<file path="config.mk">
export PLATFORM = sky130hd
export DESIGN_NAME = sng_ctrl
export DESIGN_NICKNAME = d
export VERILOG_FILES = /design/src/rtl/sng_ctrl.sv
export SDC_FILE = /design/constraint.sdc
export NUM_CORES = 1
export LEC_CHECK = 0
export BUFFER_PORTS_ARGS = -buffer_cell sky130_fd_sc_hd__clkbuf_2
export CAP_MARGIN = 20
export CORE_MARGIN = 3
export CORE_UTILIZATION = 51
export DETAILED_ROUTE_END_ITERATION = 7
export PLACE_DENSITY_LB_ADDON = 0.08
export SLEW_MARGIN = 20
export SYNTH_ARGS = -nofsm -noshare
export SYNTH_HDL_FRONTEND = slang
export SYNTH_SLANG_ARGS = --single-unit
</file>
<file path="constraint.sdc">
create_clock -name i_clk_sngc -period 1.9 [get_ports i_clk_sngc]
set_input_delay 0.19 -clock i_clk_sngc [delete_from_list [all_inputs] [get_ports i_clk_sngc]]
set_output_delay 0.19 -clock i_clk_sngc [all_outputs]
set_load 0.05 [all_outputs]
</file>
<file path="src/rtl/sng_ctrl.sv">
// sng_ctrl -- sequencing controller for a bank of stochastic number generators.
//
// Accepts a packed operand vector over a valid/ready handshake, drives the
// operands and one-cycle start/stop pulses to the SNG bank, counts the ones on
// each lane's stream bit for exactly STREAM_LEN cycles and presents the counts
// downstream over a second valid/ready handshake.
//
// Optional feature: define SNGC_BACKTOBACK_EN to allow a new operand vector to
// be accepted in DONE on the same edge the counts are consumed.
//
// Ports:
//   i_clk_sngc    clock
//   i_rstn_sngc   asynchronous active-low reset
//   i_valid_sngc  upstream operand vector valid
//   o_ready_sngc  controller accepts operands
//   i_x_sngc      packed operands, lane k at [k*XW +: XW]
//   i_abort_sngc  abort the current stream (START/RUN only)
//   o_x_bn        latched operands to the SNG bank
//   o_start_sng   one-cycle start pulse
//   o_stop_sng    one-cycle stop pulse
//   i_sn_bit      per-lane stream bits from the SNGs
//   o_cnt_sngc    per-lane ones counts, lane k at [k*CNT_W +: CNT_W]
//   o_valid_out   counts valid
//   i_ready_out   downstream accepts counts
//   o_busy_sngc   high in every state except IDLE
module sng_ctrl #(
    parameter int LANES      = 4,
    parameter int XW         = 4,
    parameter int STREAM_LEN = 16,
    parameter int CNT_W      = $clog2(STREAM_LEN + 1)
) (
    input  logic                   i_clk_sngc,
    input  logic                   i_rstn_sngc,
    input  logic                   i_valid_sngc,
    output logic                   o_ready_sngc,
    input  logic [LANES*XW-1:0]    i_x_sngc,
    input  logic                   i_abort_sngc,
    output logic [LANES*XW-1:0]    o_x_bn,
    output logic                   o_start_sng,
    output logic                   o_stop_sng,
    input  logic [LANES-1:0]       i_sn_bit,
    output logic [LANES*CNT_W-1:0] o_cnt_sngc,
    output logic                   o_valid_out,
    input  logic                   i_ready_out,
    output logic                   o_busy_sngc
);

    typedef enum logic [2:0] {
        S_IDLE,
        S_START,
        S_RUN,
        S_STOP,
        S_DONE
    } state_t;

    state_t                       state;
    state_t                       nxt;
    logic [CNT_W-1:0]             cyc;
    logic [LANES-1:0][CNT_W-1:0]  cnt;
    logic                         aborted;
    logic                         ready_q;
    logic                         in_stream;
    logic                         b2b_take;
    logic                         accept;

    assign in_stream = (state == S_START) || (state == S_RUN);

`ifdef SNGC_BACKTOBACK_EN
    // Consume the counts and accept the next vector on the same edge.
    assign b2b_take     = (state == S_DONE) && i_ready_out && i_valid_sngc;
    assign o_ready_sngc = ready_q | ((state == S_DONE) & i_ready_out);
`else
    assign b2b_take     = 1'b0;
    assign o_ready_sngc = ready_q;
`endif

    assign accept     = ((state == S_IDLE) && i_valid_sngc) || b2b_take;
    assign o_cnt_sngc = cnt;

    always_comb begin
        nxt = state;
        case (state)
            S_IDLE:  if (i_valid_sngc) nxt = S_START;
            S_START: nxt = i_abort_sngc ? S_STOP : S_RUN;
            S_RUN: begin
                if (i_abort_sngc || (cyc == CNT_W'(STREAM_LEN - 1)))
                    nxt = S_STOP;
            end
            S_STOP:  nxt = aborted ? S_IDLE : S_DONE;
            S_DONE: begin
                if (b2b_take)
                    nxt = S_START;
                else if (i_ready_out)
                    nxt = S_IDLE;
            end
            default: nxt = S_IDLE;
        endcase
    end

    // Status outputs are registered decodes of the next state, so they line
    // up with the state register without any path from the inputs.
    always_ff @(posedge i_clk_sngc or negedge i_rstn_sngc) begin
        if (!i_rstn_sngc) begin
            state       <= S_IDLE;
            cyc         <= '0;
            cnt         <= '0;
            o_x_bn      <= '0;
            aborted     <= 1'b0;
            ready_q     <= 1'b1;
            o_start_sng <= 1'b0;
            o_stop_sng  <= 1'b0;
            o_valid_out <= 1'b0;
            o_busy_sngc <= 1'b0;
        end else begin
            state       <= nxt;
            ready_q     <= (nxt == S_IDLE);
            o_start_sng <= (nxt == S_START);
            o_stop_sng  <= (nxt == S_STOP);
            o_valid_out <= (nxt == S_DONE);
            o_busy_sngc <= (nxt != S_IDLE);
            // Only meaningful while in STOP: remembers whether STOP was
            // entered through an abort.
            aborted     <= in_stream && i_abort_sngc;

            if (accept)
                o_x_bn <= i_x_sngc;

            case (state)
                S_START: begin
                    cnt <= '0;
                    cyc <= '0;
                end
                // The bit of an aborting RUN cycle is still counted.
                S_RUN: begin
                    for (int unsigned k = 0; k < LANES; k++)
                        cnt[k] <= cnt[k] + CNT_W'(i_sn_bit[k]);
                    cyc <= cyc + CNT_W'(1);
                end
                default: ;
            endcase
        end
    end

endmodule

</file>
==> reports/summary.txt <==
post-synthesis cell area -> 2320 um^2
PD cells -> 1880 nW/um^2
Setup violations, final -> 0
CTS buffer count -> 5
Leak Pwr -> 1.47 nW
switching power share of the total -> 0.488
CP startpoint kind -> register
total gr overflow -> 0
Internal -> 2.72 mW
Worst path top cell family by delay -> simple AND/OR/NAND/NOR gates
die area -> 5400 um^2
Worst setup EP type -> register
post-synthesis sequential area ratio -> 0.539
DR vias -> 1659
Worst VDD drop -> 0.000937 V
area share of the largest cell type after synthesis -> 0.528
Clk pwr share -> 0.139
CTS root buf -> clkbuf_8
Async S/R FF share, synth -> 1.00
dpl hpwl -> 3390 um
largest net degree at the start of global routing -> 28
max-cap violation count -> 0
Largest stage delay, worst path -> 0.53 ns
drt first pass iters -> 4
Post-Syn Instances -> 175
CTS tree -> built
measured slew at the worst slew-check pin -> 0.630 ns
Hold Fails Final Rpt -> 0
row count -> 23
met2 wire length -> 2290 um
cell taking the most area after synthesis -> dfrtp_1
Port-buffer cells -> 65
Area Overhead vs Synth -> 21.7%
placed cell count -> 287
met1 WL -> 1950 um
Diodes inserted -> 0
min cycle time layout -> 1.69 ns
clock latency on the worst-skew pair -> 0.29 ns
Multi-input gate area -> 995 um^2
clk slew on worst S/H paths -> 0.09 ns
CP max-delay cell -> nor2_2
Top Layer Used -> met4
Total GRT Usage -> 0.179
number of synthesized flops with an enable pin -> 0
filler cell count -> 352
top cells by area, synth -> dfrtp_1 53%, mux2_4 5.8%, ha_1 5.4%
Yosys cell types -> 35
first-pass GRT wire length -> 7490 um
list of most frequent post-synthesis cells -> 49 x dfrtp_1, 14 x a22o_1, 10 x ha_1
clk_skew -> 0.00554 ns
RSZ-0062 raised after global routing -> false
routed len/inst -> 15.5 um
setup TNS -> 0 ns
Nets -> 280
initial antenna violation count -> 0
HP Class -> in -> reg
PostCTS Resize Cnt -> 0
leading cell type by number of instances after synthesis -> dfrtp_1
Required @ worst endpoint -> 2.14 ns
Placer Congestion -> 0.818
Die W -> 73.5 um
CP Class -> reg -> reg
worst-path fanout max -> 15
# hold bufs at CTS -> 1
starting density of the core -> 0.553
post-synthesis sequential element count -> 50
metal3 WL -> 283 um
normalized max-slew margin -> 0.580
Setup Fix Bufs, Post-CTS -> 0
IO Pins -> 66
Switch Pwr -> 2.59 mW
CTS Buffer Depth -> 2
Post-Syn Area per Cell -> 13.3 um^2
yosys warns -> 0
number of global-route vias before repair -> 1660
Worst Path Arrival -> 1.93 ns
ys flop type -> dfrtp_1
drt via density -> 5.60
Syn Nets -> 210
Max Slew Vio Count -> 0
part of the power in combinational logic -> 0.525
final worst-path cycle share -> 0.890
Cell Chain, Critical Path -> nand2b_2 -> nor2_2 -> mux2_2
initial DRC count -> 51
sequential standard cell area -> 1250 um^2
drt drc -> 0
final WL -> 4580 um
status -> finished, final reports clean
clock sink count -> 50
Post-DRT Antenna Nets -> 0
Max Clk Rate -> 592 MHz
H-tree levels -> 2
Die Y -> 73.5 um
Layout Cells excl Fill -> 296
fraction of layout cells with a size suffix above 1 -> 0.427
WP buf/inv -> 0
sequential share of power -> 0.336
Core Footprint -> 4200 um^2
==> worst register-to-register path, cell delays in order (launching register included) <==
cell	delay, ns
dfrtp_1	0.52
nand2b_2	0.32
nor2_2	0.53
mux2_2	0.27
==> kinds of logic (layout without fill, tap and decap cells) <==
kind of cell,Yosys count,count (layout),synth area share
AO/OA/AOI/OAI,38,38,0.130
flip-flops,50,50,0.539
XOR/XNOR,6,6,0.0226
multiplexers,17,17,0.0970
buffers and inverters,12,83,0.0323
AND/OR/NAND/NOR,42,42,0.125
adder cells (fa/ha/maj),10,10,0.0539
==> per-stage QoR <==
stage          cell area [um^2]  setup slack (ns)  hold WS, ns  power (mW)  utilization
4_1_cts                    2830             0.203        0.108        5.37        0.673
2_1_floorplan              2320             0.266       -0.106        3.97            -
6_report                   2830             0.210        0.118        5.31        0.673
5_1_grt                    2830             0.105        0.106        5.62        0.673
3_3_place_gp               2700             0.315        0.209        4.52        0.644
3_5_place_dp               2700             0.224        0.232        4.62        0.644
==> final cells by class <==
cell class,count,share of cell area
sequential,50,0.443
multi-input combinational,113,0.352
timing repair buffer,72,0.139
clock buffer,5,0.0243
tap,50,0.0221
clock inverter,3,0.0155
inverter,3,0.00398
==> registers in the layout, indices dropped and copies added (netlist names) <==
register      count
o_ready_sngc      1
cyc               5
aborted           1
o_cnt_sngc       20
o_busy_sngc       1
state             3
o_stop_sng        1
o_x_bn           16
o_valid_out       1
o_start_sng       1
==> final timing paths <==
| path | startpoint | end | slack, ns | depth (start not counted) |
|---|---|---|---|---|
| max in group asynchronous | i_rstn_sngc | o_cnt_sngc[17] | 0.91 | 3 |
| worst min-delay path | i_x_sngc[14] | o_x_bn[14] | 0.12 | 2 |
| worst max register to register | state[2] | cyc[0] | 0.21 | 3 |
| worst min register to register | cyc[4] | cyc[4] | 0.50 | 1 |
| min in group asynchronous | i_rstn_sngc | o_x_bn[4] | 0.44 | 2 |
| worst max-delay path | state[2] | cyc[0] | 0.21 | 3 |
==> power groups by stage <==
stage	clock network [mW]	logic, mW	registers, mW
2_1_floorplan	0	1.17	2.80
3_3_place_gp	0	2.74	1.78
3_5_place_dp	0	2.81	1.81
4_1_cts	0.758	2.82	1.79
5_1_grt	0.798	2.98	1.85
6_report	0.738	2.79	1.78
==> metal layers <==
layer,vias to the layer above,track usage
li1,792,-
met1,810,0.228
met2,53,0.305
met3,4,0.0342
met4,0,0.0604
met5,-,0
==> cells in the final DEF (no fill, tap or decap), types with 6 or more instances in the layout <==
cell type / synthesis / final
o21ai_0: 6 / 6
nor3b_1: 6 / 6
ha_1: 10 / 10
mux2_2: 8 / 8
a211o_1: 9 / 9
clkbuf_2: 0 / 65
a22o_1: 14 / 14
mux2_4: 9 / 9
nand3_1: 9 / 9
dfrtp_1: 49 / 49
No activity file was read; power rests on OpenSTA's default activity.
